[config.mk]
export PLATFORM = sky130hd
export DESIGN_NAME = main_control_flat
export DESIGN_NICKNAME = d
export VERILOG_FILES = /design/src/rtl/ctrl_pkg.sv /design/src/rtl/main_control_if.sv /design/src/rtl/ctrl_decode.sv /design/src/rtl/main_control.sv /design/src/flat_wrapper.sv
export SDC_FILE = /design/constraint.sdc
export NUM_CORES = 1
export LEC_CHECK = 0
export CAP_MARGIN = 20
export CORE_UTILIZATION = 34
export DETAILED_ROUTE_END_ITERATION = 10
export GPL_ROUTABILITY_DRIVEN = 0
export HOLD_SLACK_MARGIN = 0.03
export PLACE_DENSITY = 0.93
export SETUP_SLACK_MARGIN = 0.02
export SYNTH_ARGS = -nofsm -noshare
export SYNTH_HDL_FRONTEND = slang
export SYNTH_SLANG_ARGS = --single-unit
export TNS_END_PERCENT = 20
[constraint.sdc]
create_clock -name clk -period 1.4 [get_ports clk]
set_input_delay 0.14 -clock clk [delete_from_list [all_inputs] [get_ports clk]]
set_output_delay 0.14 -clock clk [all_outputs]
set_load 0.005 [all_outputs]
[src/rtl/ctrl_pkg.sv]
// ctrl_pkg: shared definitions for the multi-cycle main control unit.
// Contents: FSM state encoding, instruction classes, opcode values, ALU control codes
// (as consumed by alu_control.ALUControl) and alu_src_b mux selections.
// Shared with alu_control and the datapath.

package ctrl_pkg;

    typedef enum logic [3:0] {
        StFetch,
        StDecode,
        StExecR,
        StExecI,
        StMemAddr,
        StMemRd,
        StMemWr,
        StWbReg,
        StWbMem,
        StBranch,
        StJump,
        StHalt
    } state_t;

    typedef enum logic [2:0] {
        ClsR,
        ClsAddi,
        ClsLw,
        ClsSw,
        ClsBeq,
        ClsJmp,
        ClsHalt,
        ClsIllegal
    } instr_class_t;

    // Opcodes; 9..E are undefined.
    localparam logic [3:0] OP_ADD  = 4'h0;
    localparam logic [3:0] OP_SUB  = 4'h1;
    localparam logic [3:0] OP_AND  = 4'h2;
    localparam logic [3:0] OP_OR   = 4'h3;
    localparam logic [3:0] OP_ADDI = 4'h4;
    localparam logic [3:0] OP_LW   = 4'h5;
    localparam logic [3:0] OP_SW   = 4'h6;
    localparam logic [3:0] OP_BEQ  = 4'h7;
    localparam logic [3:0] OP_JMP  = 4'h8;
    localparam logic [3:0] OP_HALT = 4'hF;

    // ALU control codes.
    localparam logic [2:0] ALU_NONE = 3'b000;
    localparam logic [2:0] ALU_ADD  = 3'b001;
    localparam logic [2:0] ALU_SUB  = 3'b010;
    localparam logic [2:0] ALU_AND  = 3'b011;
    localparam logic [2:0] ALU_OR   = 3'b100;

    // alu_op: only the default code is used; the rest are reserved.
    localparam logic [1:0] ALU_OP_DEFAULT = 2'b00;

    // alu_src_b mux selections.
    localparam logic [1:0] SRCB_REG = 2'b00;  // register operand B
    localparam logic [1:0] SRCB_ONE = 2'b01;  // constant 1 (PC increment)
    localparam logic [1:0] SRCB_IMM = 2'b10;  // immediate

endpackage

[src/rtl/main_control_if.sv]
// main_control_if: datapath/memory control bundle between main_control and the datapath.
// Parameters: OPW opcode width, CNTW performance counter width.
// master modport (controller): inputs run, opcode, zero, mem_ready;
//   outputs ALU codes, memory strobes, register enables, mux selects, status and counters.
// slave modport (datapath side): the mirror image.

interface main_control_if #(
    parameter int unsigned OPW  = 4,
    parameter int unsigned CNTW = 32
);
    logic            run;
    logic [OPW-1:0]  opcode;
    logic            zero;
    logic            mem_ready;

    logic [1:0]      alu_op;
    logic [2:0]      alu_ctrl;
    logic            mem_read;
    logic            mem_write;
    logic            iord;
    logic            ir_write;
    logic            pc_write;
    logic            reg_write;
    logic            alu_src_a;
    logic [1:0]      alu_src_b;
    logic            mem_to_reg;
    logic            reg_dst;
    logic            pc_src;
    logic            halted;
    logic            illegal_op;
    logic [CNTW-1:0] cycle_count;
    logic [CNTW-1:0] instr_count;

    modport master (
        input  run, opcode, zero, mem_ready,
        output alu_op, alu_ctrl, mem_read, mem_write, iord, ir_write, pc_write, reg_write,
               alu_src_a, alu_src_b, mem_to_reg, reg_dst, pc_src, halted, illegal_op,
               cycle_count, instr_count
    );

    modport slave (
        output run, opcode, zero, mem_ready,
        input  alu_op, alu_ctrl, mem_read, mem_write, iord, ir_write, pc_write, reg_write,
               alu_src_a, alu_src_b, mem_to_reg, reg_dst, pc_src, halted, illegal_op,
               cycle_count, instr_count
    );

endinterface

[src/rtl/ctrl_decode.sv]
// ctrl_decode: combinational opcode decoder.
// Ports: i_opcode  - opcode from the instruction register
//        o_class   - instruction class steering the main FSM
//        o_alu_ctrl- ALU operation for R-type execution (ADD otherwise)
//        o_illegal - opcode is undefined

module ctrl_decode
    import ctrl_pkg::*;
#(
    parameter int unsigned OPW = 4
) (
    input  logic [OPW-1:0] i_opcode,
    output instr_class_t   o_class,
    output logic [2:0]     o_alu_ctrl,
    output logic           o_illegal
);

    always_comb begin
        o_class    = ClsIllegal;
        o_alu_ctrl = ALU_ADD;
        case (i_opcode)
            OP_ADD:  begin o_class = ClsR; o_alu_ctrl = ALU_ADD; end
            OP_SUB:  begin o_class = ClsR; o_alu_ctrl = ALU_SUB; end
            OP_AND:  begin o_class = ClsR; o_alu_ctrl = ALU_AND; end
            OP_OR:   begin o_class = ClsR; o_alu_ctrl = ALU_OR;  end
            OP_ADDI: o_class = ClsAddi;
            OP_LW:   o_class = ClsLw;
            OP_SW:   o_class = ClsSw;
            OP_BEQ:  o_class = ClsBeq;
            OP_JMP:  o_class = ClsJmp;
            OP_HALT: o_class = ClsHalt;
            default: o_class = ClsIllegal;
        endcase
    end

    assign o_illegal = (o_class == ClsIllegal);

endmodule

[src/rtl/main_control.sv]
// main_control: multi-cycle main control unit for the CPU datapath.
// Ports: clk    - rising-edge clock
//        reset  - asynchronous active-high reset; forces every output to 0 while high
//        io_bus - main_control_if.master: run/opcode/zero/mem_ready in, datapath strobes,
//                 ALU codes, halted, illegal_op and performance counters out
// Build option: define MAIN_CTRL_PERF_EN to implement cycle_count/instr_count;
// otherwise both are tied to 0 and no counter flops exist.

module main_control
    import ctrl_pkg::*;
#(
    parameter int unsigned OPW  = 4,
    parameter int unsigned CNTW = 32
) (
    input  logic          clk,
    input  logic          reset,
    main_control_if.master io_bus
);

    state_t       r_state;
    instr_class_t w_class;
    logic [2:0]   w_alu_ctrl;
    logic         w_illegal;

    ctrl_decode #(
        .OPW (OPW)
    ) u_decode (
        .i_opcode   (io_bus.opcode),
        .o_class    (w_class),
        .o_alu_ctrl (w_alu_ctrl),
        .o_illegal  (w_illegal)
    );

    // Next-state sequencing. The opcode is held in the IR from DECODE onward, so later
    // states re-use the live decode rather than a registered copy.
    always_ff @(posedge clk or posedge reset) begin
        if (reset) begin
            r_state <= StFetch;
        end else begin
            unique case (r_state)
                StFetch:   if (io_bus.run && io_bus.mem_ready) r_state <= StDecode;
                StDecode: begin
                    case (w_class)
                        ClsR:         r_state <= StExecR;
                        ClsAddi:      r_state <= StExecI;
                        ClsLw, ClsSw: r_state <= StMemAddr;
                        ClsBeq:       r_state <= StBranch;
                        ClsJmp:       r_state <= StJump;
                        ClsHalt:      r_state <= StHalt;
                        default:      r_state <= StFetch;
                    endcase
                end
                StExecR:   r_state <= StWbReg;
                StExecI:   r_state <= StWbReg;
                StMemAddr: r_state <= (w_class == ClsLw) ? StMemRd : StMemWr;
                StMemRd:   if (io_bus.mem_ready) r_state <= StWbMem;
                StMemWr:   if (io_bus.mem_ready) r_state <= StFetch;
                StWbReg:   r_state <= StFetch;
                StWbMem:   r_state <= StFetch;
                StBranch:  r_state <= StFetch;
                StJump:    r_state <= StFetch;
                StHalt:    r_state <= StHalt;
                default:   r_state <= StFetch;
            endcase
        end
    end

    // Output decode. Moore on r_state except the FETCH completion (run && mem_ready) and
    // the BRANCH pc_write (zero). Gated by reset so outputs are 0 while reset is held.
    always_comb begin
        io_bus.alu_op     = ALU_OP_DEFAULT;
        io_bus.alu_ctrl   = ALU_NONE;
        io_bus.mem_read   = 1'b0;
        io_bus.mem_write  = 1'b0;
        io_bus.iord       = 1'b0;
        io_bus.ir_write   = 1'b0;
        io_bus.pc_write   = 1'b0;
        io_bus.reg_write  = 1'b0;
        io_bus.alu_src_a  = 1'b0;
        io_bus.alu_src_b  = SRCB_REG;
        io_bus.mem_to_reg = 1'b0;
        io_bus.reg_dst    = 1'b0;
        io_bus.pc_src     = 1'b0;
        io_bus.halted     = 1'b0;
        io_bus.illegal_op = 1'b0;
        if (!reset) begin
            unique case (r_state)
                StFetch: begin
                    io_bus.mem_read  = io_bus.run;
                    io_bus.alu_ctrl  = ALU_ADD;
                    io_bus.alu_src_b = SRCB_ONE;
                    io_bus.ir_write  = io_bus.run && io_bus.mem_ready;
                    io_bus.pc_write  = io_bus.run && io_bus.mem_ready;
                end
                StDecode: begin
                    io_bus.alu_ctrl   = ALU_ADD;
                    io_bus.illegal_op = w_illegal;
                end
                StExecR: begin
                    io_bus.alu_ctrl  = w_alu_ctrl;
                    io_bus.alu_src_a = 1'b1;
                    io_bus.alu_src_b = SRCB_REG;
                end
                StExecI, StMemAddr: begin
                    io_bus.alu_ctrl  = ALU_ADD;
                    io_bus.alu_src_b = SRCB_IMM;
                end
                StMemRd: begin
                    io_bus.mem_read = 1'b1;
                    io_bus.iord     = 1'b1;
                end
                StMemWr: begin
                    io_bus.mem_write = 1'b1;
                    io_bus.iord      = 1'b1;
                end
                StWbReg: begin
                    io_bus.reg_write = 1'b1;
                    io_bus.reg_dst   = (w_class == ClsR);
                end
                StWbMem: begin
                    io_bus.reg_write  = 1'b1;
                    io_bus.mem_to_reg = 1'b1;
                end
                StBranch: begin
                    io_bus.alu_ctrl = ALU_SUB;
                    io_bus.pc_src   = 1'b1;
                    io_bus.pc_write = io_bus.zero;
                end
                StJump: begin
                    io_bus.pc_write = 1'b1;
                    io_bus.pc_src   = 1'b1;
                end
                StHalt: io_bus.halted = 1'b1;
                default: ;
            endcase
        end
    end

`ifdef MAIN_CTRL_PERF_EN
    logic [CNTW-1:0] r_cycle_count;
    logic [CNTW-1:0] r_instr_count;
    logic            w_instr_done;

    // An instruction retires on any transition into FETCH except the illegal-opcode bail-out.
    assign w_instr_done = (r_state == StWbReg) || (r_state == StWbMem) ||
                          (r_state == StBranch) || (r_state == StJump) ||
                          ((r_state == StMemWr) && io_bus.mem_ready);

    always_ff @(posedge clk or posedge reset) begin
        if (reset) begin
            r_cycle_count <= '0;
            r_instr_count <= '0;
        end else begin
            if (r_state != StHalt) r_cycle_count <= r_cycle_count + CNTW'(1);
            if (w_instr_done)      r_instr_count <= r_instr_count + CNTW'(1);
        end
    end

    assign io_bus.cycle_count = r_cycle_count;
    assign io_bus.instr_count = r_instr_count;
`else
    assign io_bus.cycle_count = {CNTW{1'b0}};
    assign io_bus.instr_count = {CNTW{1'b0}};
`endif

endmodule

[src/flat_wrapper.sv]
// flat-port wrapper written by rule: the top's interface ports become plain ports
module main_control_flat import ctrl_pkg::*;
#(
    parameter int unsigned OPW  = 4,
    parameter int unsigned CNTW = 32
)
  (clk, reset, io_bus_run, io_bus_opcode, io_bus_zero, io_bus_mem_ready, io_bus_alu_op, io_bus_alu_ctrl, io_bus_mem_read, io_bus_mem_write, io_bus_iord, io_bus_ir_write, io_bus_pc_write, io_bus_reg_write, io_bus_alu_src_a, io_bus_alu_src_b, io_bus_mem_to_reg, io_bus_reg_dst, io_bus_pc_src, io_bus_halted, io_bus_illegal_op, io_bus_cycle_count, io_bus_instr_count);
  main_control_if #(.OPW(OPW), .CNTW(CNTW)) io_bus_i ();
  input  logic clk;
  input  logic reset;
  input wire logic [$bits(io_bus_i.run)-1:0] io_bus_run;
  input wire logic [$bits(io_bus_i.opcode)-1:0] io_bus_opcode;
  input wire logic [$bits(io_bus_i.zero)-1:0] io_bus_zero;
  input wire logic [$bits(io_bus_i.mem_ready)-1:0] io_bus_mem_ready;
  output wire logic [$bits(io_bus_i.alu_op)-1:0] io_bus_alu_op;
  output wire logic [$bits(io_bus_i.alu_ctrl)-1:0] io_bus_alu_ctrl;
  output wire logic [$bits(io_bus_i.mem_read)-1:0] io_bus_mem_read;
  output wire logic [$bits(io_bus_i.mem_write)-1:0] io_bus_mem_write;
  output wire logic [$bits(io_bus_i.iord)-1:0] io_bus_iord;
  output wire logic [$bits(io_bus_i.ir_write)-1:0] io_bus_ir_write;
  output wire logic [$bits(io_bus_i.pc_write)-1:0] io_bus_pc_write;
  output wire logic [$bits(io_bus_i.reg_write)-1:0] io_bus_reg_write;
  output wire logic [$bits(io_bus_i.alu_src_a)-1:0] io_bus_alu_src_a;
  output wire logic [$bits(io_bus_i.alu_src_b)-1:0] io_bus_alu_src_b;
  output wire logic [$bits(io_bus_i.mem_to_reg)-1:0] io_bus_mem_to_reg;
  output wire logic [$bits(io_bus_i.reg_dst)-1:0] io_bus_reg_dst;
  output wire logic [$bits(io_bus_i.pc_src)-1:0] io_bus_pc_src;
  output wire logic [$bits(io_bus_i.halted)-1:0] io_bus_halted;
  output wire logic [$bits(io_bus_i.illegal_op)-1:0] io_bus_illegal_op;
  output wire logic [$bits(io_bus_i.cycle_count)-1:0] io_bus_cycle_count;
  output wire logic [$bits(io_bus_i.instr_count)-1:0] io_bus_instr_count;
  assign io_bus_i.run = io_bus_run;
  assign io_bus_i.opcode = io_bus_opcode;
  assign io_bus_i.zero = io_bus_zero;
  assign io_bus_i.mem_ready = io_bus_mem_ready;
  assign io_bus_alu_op = io_bus_i.alu_op;
  assign io_bus_alu_ctrl = io_bus_i.alu_ctrl;
  assign io_bus_mem_read = io_bus_i.mem_read;
  assign io_bus_mem_write = io_bus_i.mem_write;
  assign io_bus_iord = io_bus_i.iord;
  assign io_bus_ir_write = io_bus_i.ir_write;
  assign io_bus_pc_write = io_bus_i.pc_write;
  assign io_bus_reg_write = io_bus_i.reg_write;
  assign io_bus_alu_src_a = io_bus_i.alu_src_a;
  assign io_bus_alu_src_b = io_bus_i.alu_src_b;
  assign io_bus_mem_to_reg = io_bus_i.mem_to_reg;
  assign io_bus_reg_dst = io_bus_i.reg_dst;
  assign io_bus_pc_src = io_bus_i.pc_src;
  assign io_bus_halted = io_bus_i.halted;
  assign io_bus_illegal_op = io_bus_i.illegal_op;
  assign io_bus_cycle_count = io_bus_i.cycle_count;
  assign io_bus_instr_count = io_bus_i.instr_count;
  main_control #(.OPW(OPW), .CNTW(CNTW)) u_core (.clk(clk), .reset(reset), .io_bus(io_bus_i));
endmodule
==> reports/results.tsv, run 1 <==
stage	metric	value	unit
status	status	finished, violations left	
status	violations	setup timing	
clocking	clkSinkCount	4	
critical_path	worstPathArrival	1.47	ns
global_routing	grtUsageTotal	16.19	%
global_routing	grt_pass1_wl	4526	µm
timing	finalCritPeriodShare	115.1	%
logic_synthesis	synthesis.area	1166	µm²
global_routing	grt_antenna_before_repair	0	
routing	wl_per_cell	11.29	µm
logic_synthesis	synth_warnings	0	
logic_synthesis	avgSynthCellArea	7.334	µm²
timing	setup_viol	19	
finish	areaGrowthSynthToFinish	43.45	%
timing	drv_slew	0	
clocking	worstSkewPairLatency	0.23	ns
power	ir_drop	0.4029	mV
logic_synthesis	synth_top_area_share	44.42	%
routing	via_per_inst	4.303	
global_routing	grt_max_degree	13	
die	core_area	3153	µm²
hold_path	hold_class	in2async	
critical_path	critPathMostFrequentCell	buf_6	
clocking	path_clk_slew	0.04	ns
critical_path	slowest_stage	dfrtp_2	
clocking	cts.path.max_buffers	2	
global_routing	grt_overflow	0	
critical_path	crit_path_end_kind	output pin	
placed_design	hpwl	2096	µm
die	start_util	36.98	%
critical_path	start_kind	register	
timing	rsz0062_at_grt	yes	
logic_synthesis	synth.top_cells.by_area	buf_4 (44%), dfrtp_1 (8.6%), nand2_1 (3.5%)	
routing	routed_wl	2980	µm
die	die_y	60.57	µm
timing	skew	0.0007989	ns
routing	first_pass_iters	4	
clocking	cts_hold_buffers	0	
logic_synthesis	synth-seq-cells	4	
placed_design	io_buffers	25	
logic_synthesis	synth_edf_count	0	
timing	fmax	620.5	MHz
routing	ant_nets	0	
routing	route.detailed.drc	0	
finish	insertedDiodeCount	0	
critical_path	required	1.26	ns
clocking	cts_tree	yes	
finish	num-nets-final	231	
logic_synthesis	ys_top_cells_by_count	buf_4 (69), nand2_1 (11), nor3_1 (6)	
routing	vias	1136	
timing	whs	0.4271	ns
logic_synthesis	synthArstFlopShare	100.0	%
die	num_rows	20	
finish	fin_util	53.06	%
logic_synthesis	yosysMostFrequentCell	buf_4	
logic_synthesis	ys_seq_area_share	8.584	%
clocking	cts_buffers	3	
routing	drtIter0Drc	50	
logic_synthesis	synth_ff_type	dfrtp_1	
power	p_leak	0.8617	nW
global_routing	grt_pass1_vias	1050	
finish	largest_reg_flops	4	
timing	period_minus_slack	1.612	ns
clocking	cts_root_buf	clkbuf_4	
die	fp.dieW	60.57	µm
logic_synthesis	synth_top_area_cell	buf_4	
critical_path	cpPeakStageDelay	0.44	ns
power	power_density	1370	nW/µm²
clocking	cts.htree.levels	1	
critical_path	crit_chain	buf_6 > buf_6 > nor3_4 > a32oi_1 > nor3_1 > buf_2	
critical_path	critPathMaxFanout	4	
timing	fin_ws	-0.2117	ns
die	dieArea	3668	µm²
finish	regMostFlops	u_core.r_state	
finish	drive_gt1_share	43.64	%
finish	largestRegisters	u_core.r_state (4)	
logic_synthesis	synthDistinctLibCells	39	
timing	hold_violations	0	
critical_path	worstSetupPathType	reg2out	
logic_synthesis	syn_inst	159	
flow_run	drv_cap	0	
die	num_io_pins	92	
cells by family (layout without fill, tap and decap cells):
family	count (synthesis)	in the layout	share of synthesized area (%)
buf+inv	79	75	49.46
xor+xnor	2	2	1.502
flops	4	4	8.584
compound gates	24	24	15.56
other cells	1	66	0.3216
simple gates	49	49	24.57
through the flow:
step | power (mW) | setup slack (ns) | cell area, µm² | setup TNS [ns] | instances
finish | 2.292 | -0.2117 | 1673 | -2.563 | 264
global placement | 1.577 | -0.4632 | 1409 | -6.310 | 251
global route | 2.455 | -0.2797 | 1673 | -3.800 | 264
detailed placement | 1.629 | -0.4914 | 1409 | -6.744 | 251
CTS | 2.192 | -0.2414 | 1642 | -2.578 | 263
floorplan | 1.119 | 0.1030 | 1410 | 0 | 224
metal layers:
metal / track usage [%] / wire length [µm] / vias up
met5: 0 / 0 / -
met4: 9.416 / 84 / 0
li1: - / - / 527
met1: 18.16 / 1110 / 528
met2: 29.36 / 1569 / 75
met3: 1.919 / 215 / 6
repair_timing:
item	4_1_cts	5_1_grt
pin swaps	16	11
gates cloned	0	0
gates resized for setup	108	13
buffers inserted	9	2
endpoints found under the setup margin	21	20
critical path: cells and delay by family, from the launching register on:
kind / cells / cell delay (ns)
simple gates: 2 / 0.28
flops: 1 / 0.44
buf+inv: 3 / 0.41
compound gates: 1 / 0.12
path summary, 6_finish.rpt:
| path | end | slack [ns] | depth (start not counted) | start |
|---|---|---|---|---|
| max in group asynchronous | u_core.r_state[0] | 0.86 | 3 | reset |
| hold reg to reg | u_core.r_state[0] | 0.79 | 2 | u_core.r_state[3] |
| hold / removal | u_core.r_state[1] | 0.43 | 3 | reset |
| min in group clk | u_core.r_state[2] | 0.51 | 4 | io_bus_opcode[0] |
| setup reg to reg | u_core.r_state[0] | -0.18 | 8 | u_core.r_state[0] |
| setup / recovery | io_bus_alu_ctrl[1] | -0.21 | 6 | u_core.r_state[0] |
final cells by class:
class	instances	area [µm²]
clock buffers	3	22.52
fillers	294	1480
inverters	2	7.507
multi-input cells	141	892.1
flip-flops and latches	4	105.1
well taps	44	55.05
repair buffers	70	590.6
cells in the final DEF, fill, tap and decap left out, types with 4 or more instances in the layout:
| cell type | netlist | routed |
|---|---|---|
| nor2_1 | 5 | 4 |
| dfrtp_2 | 0 | 4 |
| nand2_1 | 11 | 7 |
| dlygate4sd2_1 | 0 | 4 |
| clkdlybuf4s50_1 | 0 | 5 |
| buf_6 | 2 | 17 |
| conb_1 | 1 | 66 |
| buf_4 | 69 | 30 |
| nor2_4 | 2 | 4 |
| buf_2 | 5 | 10 |
report_power, final:
group / internal (mW) / switching, mW
sequential: 0.174 / 0.0862
clock: 0.0956 / 0.0420
combinational: 1.02 / 0.875
Note: power is estimated with default switching activity, not from simulation.
==> run 2: changes to the inputs <==
Settings changed: ABC_CLOCK_PERIOD_IN_PS from default to 1400.
==> results of run 2 <==
Final layout, timing and power as in run 1 (identical DEF).
==> run 3: changes to the inputs <==
Settings changed: CORE_MARGIN from default to 2, RECOVER_POWER from default to 100.
==> run 3 against run 2 <==
Compared with the run above: the flow still finishes with violations (setup timing); wire length fell by 4.5%; non-clock buffer count fell by 1; sequential power rose by 2%; setup slack got worse by 0.075 ns; register-to-register slack improved by 0.03 ns; global-route usage fell by 2.0 points; total power fell by 7.2%; critical endpoint is now io_bus_pc_write; largest cell class unchanged; largest power group unchanged.
==> reports/results.tsv, run 3 (synthesized netlist as in run 1, its figures left out) <==
stage	metric	value	unit
die	num_io_pins	92	
finish	fin_area	1585	µm²
finish	drive_gt1_share	41.10	%
power	p_leak	0.8365	nW
timing	drv_slew	0	
finish	num-nets-final	230	
global_routing	grt_pass1_vias	1052	
timing	skew	0.001855	ns
clocking	cts_buffers	3	
status	violations	setup timing	
finish	fill_cells	354	
global_routing	grt_pass1_wl	4609	µm
clocking	worstSkewPairLatency	0.23	ns
global_routing	grtUsageTotal	14.14	%
finish	regMostFlops	u_core.r_state	
clocking	clkSinkCount	4	
timing	rsz0062_at_grt	yes	
global_routing	grt_max_degree	15	
critical_path	worstSetupPathType	reg2out	
critical_path	start_kind	register	
placed_design	io_buffers	25	
die	fp.dieW	62.57	µm
die	dieArea	3914	µm²
routing	drtIter0Drc	20	
critical_path	crit_path_end_kind	output pin	
timing	fmax	593.0	MHz
placed_design	hpwl	2127	µm
clocking	cts.path.max_buffers	2	
timing	finalCritPeriodShare	120.5	%
routing	vias	1103	
status	status	finished, violations left	
power	power_density	1342	nW/µm²
finish	layout_common_cells	conb_1 (66), buf_4 (33), buf_2 (12), buf_6 (11), nand2_1 (8)	
finish	areaGrowthSynthToFinish	35.94	%
finish	final_common_cell	conb_1	
global_routing	grt_overflow	0	
power	ir_drop	0.4307	mV
timing	hold_violations	0	
clocking	cts.htree.levels	1	
timing	period_minus_slack	1.686	ns
routing	first_pass_iters	4	
routing	wl_per_cell	10.74	µm
hold_path	hold_class	in2async	
finish	largest_reg_flops	4	
routing	ant_nets	0	
die	core_area	3311	µm²
critical_path	required	1.26	ns
timing	setup_viol	19	
global_routing	grt_antenna_before_repair	0	
placed_design	place_area	1396	µm²
finish	insertedDiodeCount	0	
routing	routed_wl	2845	µm
flow_run	drv_cap	0	
timing	fin_ws	-0.2865	ns
die	die_y	62.57	µm
critical_path	worstPathArrival	1.55	ns
clocking	cts_tree	yes	
timing	whs	0.3198	ns
critical_path	critPathMaxFanout	5	
routing	route.detailed.drc	0	
routing	via_per_inst	4.162	
clocking	cts_hold_buffers	0	
clocking	path_clk_slew	0.04	ns
finish	largestRegisters	u_core.r_state (4)	
clocking	cts_root_buf	clkbuf_4	
die	num_rows	21	
die	start_util	35.22	%
timing	fin_setup_tns	-2.296	ns
-- run 3: changes by cell type in the layout (fill, tap and decap cells not counted), sizes merged --
cell,before,now
clkbuf,4,6
clkdlybuf4s50,5,3
buf,57,56
clkdlybuf4s15,3,2
dlygate4sd2,4,5
-- run 3: final cells by class --
type	count	area [µm²]	area share [%]
clock buffers	3	22.52	1.421
inverters	2	7.507	0.4736
multi-input cells	141	853.3	53.83
flip-flops and latches	4	105.1	6.630
well taps	46	57.56	3.631
repair buffers	69	539.3	34.02
-- run 3: stage by stage --
| stage | total power [mW] | setup slack (ns) | std cells | util (%) |
|---|---|---|---|---|
| CTS | 2.034 | -0.2854 | 263 | 47.01 |
| global route | 2.293 | -0.3317 | 265 | 47.88 |
| detailed placement | 1.576 | -0.4960 | 251 | 42.18 |
| global placement | 1.521 | -0.4824 | 251 | 42.18 |
| floorplan | 1.119 | 0.1030 | 224 | - |
| finish | 2.128 | -0.2865 | 265 | 47.88 |
-- run 3: power breakdown --
| group | total (mW) | leakage [nW] | switching (mW) | internal, mW |
|---|---|---|---|---|
| logic | 1.72 | 0.778 | 0.799 | 0.921 |
| clock network | 0.143 | 0.0138 | 0.0466 | 0.0959 |
| registers | 0.265 | 0.0451 | 0.0914 | 0.174 |
-- run 3: routing by layer --
layer  GRT usage (%)  share of wire (%)
met3           3.423                8.4
met1           16.45                 39
met2           25.54                 53
met5               0                  0
met4           4.167                  0
-- run 3: worst max-delay path, stage by stage, from the launching register on --
cell and delay, ns:
dfrtp_2 0.43, buf_6 0.15, xor2_2 0.17, and3_4 0.18, buf_6 0.10, o21a_1 0.16, buf_2 0.12
-- run 3: timing repair --
action,in CTS,in global routing
cloned,0,0
setup buffers,9,3
pin swaps,13,9
resized for setup,97,13
setup endpoints to repair,20,20
-- run 3: path summary, 6_finish.rpt --
kind	from	endpoint	slack, ns	cells past startpoint
worst max-delay path	u_core.r_state[1]	io_bus_pc_write	-0.29	6
worst min register to register	u_core.r_state[3]	u_core.r_state[0]	0.74	2
min in group clk	io_bus_opcode[3]	u_core.r_state[2]	0.51	3
worst max register to register	u_core.r_state[0]	u_core.r_state[2]	-0.15	7
worst min-delay path	reset	u_core.r_state[2]	0.32	3
max in group asynchronous	reset	u_core.r_state[3]	0.88	3
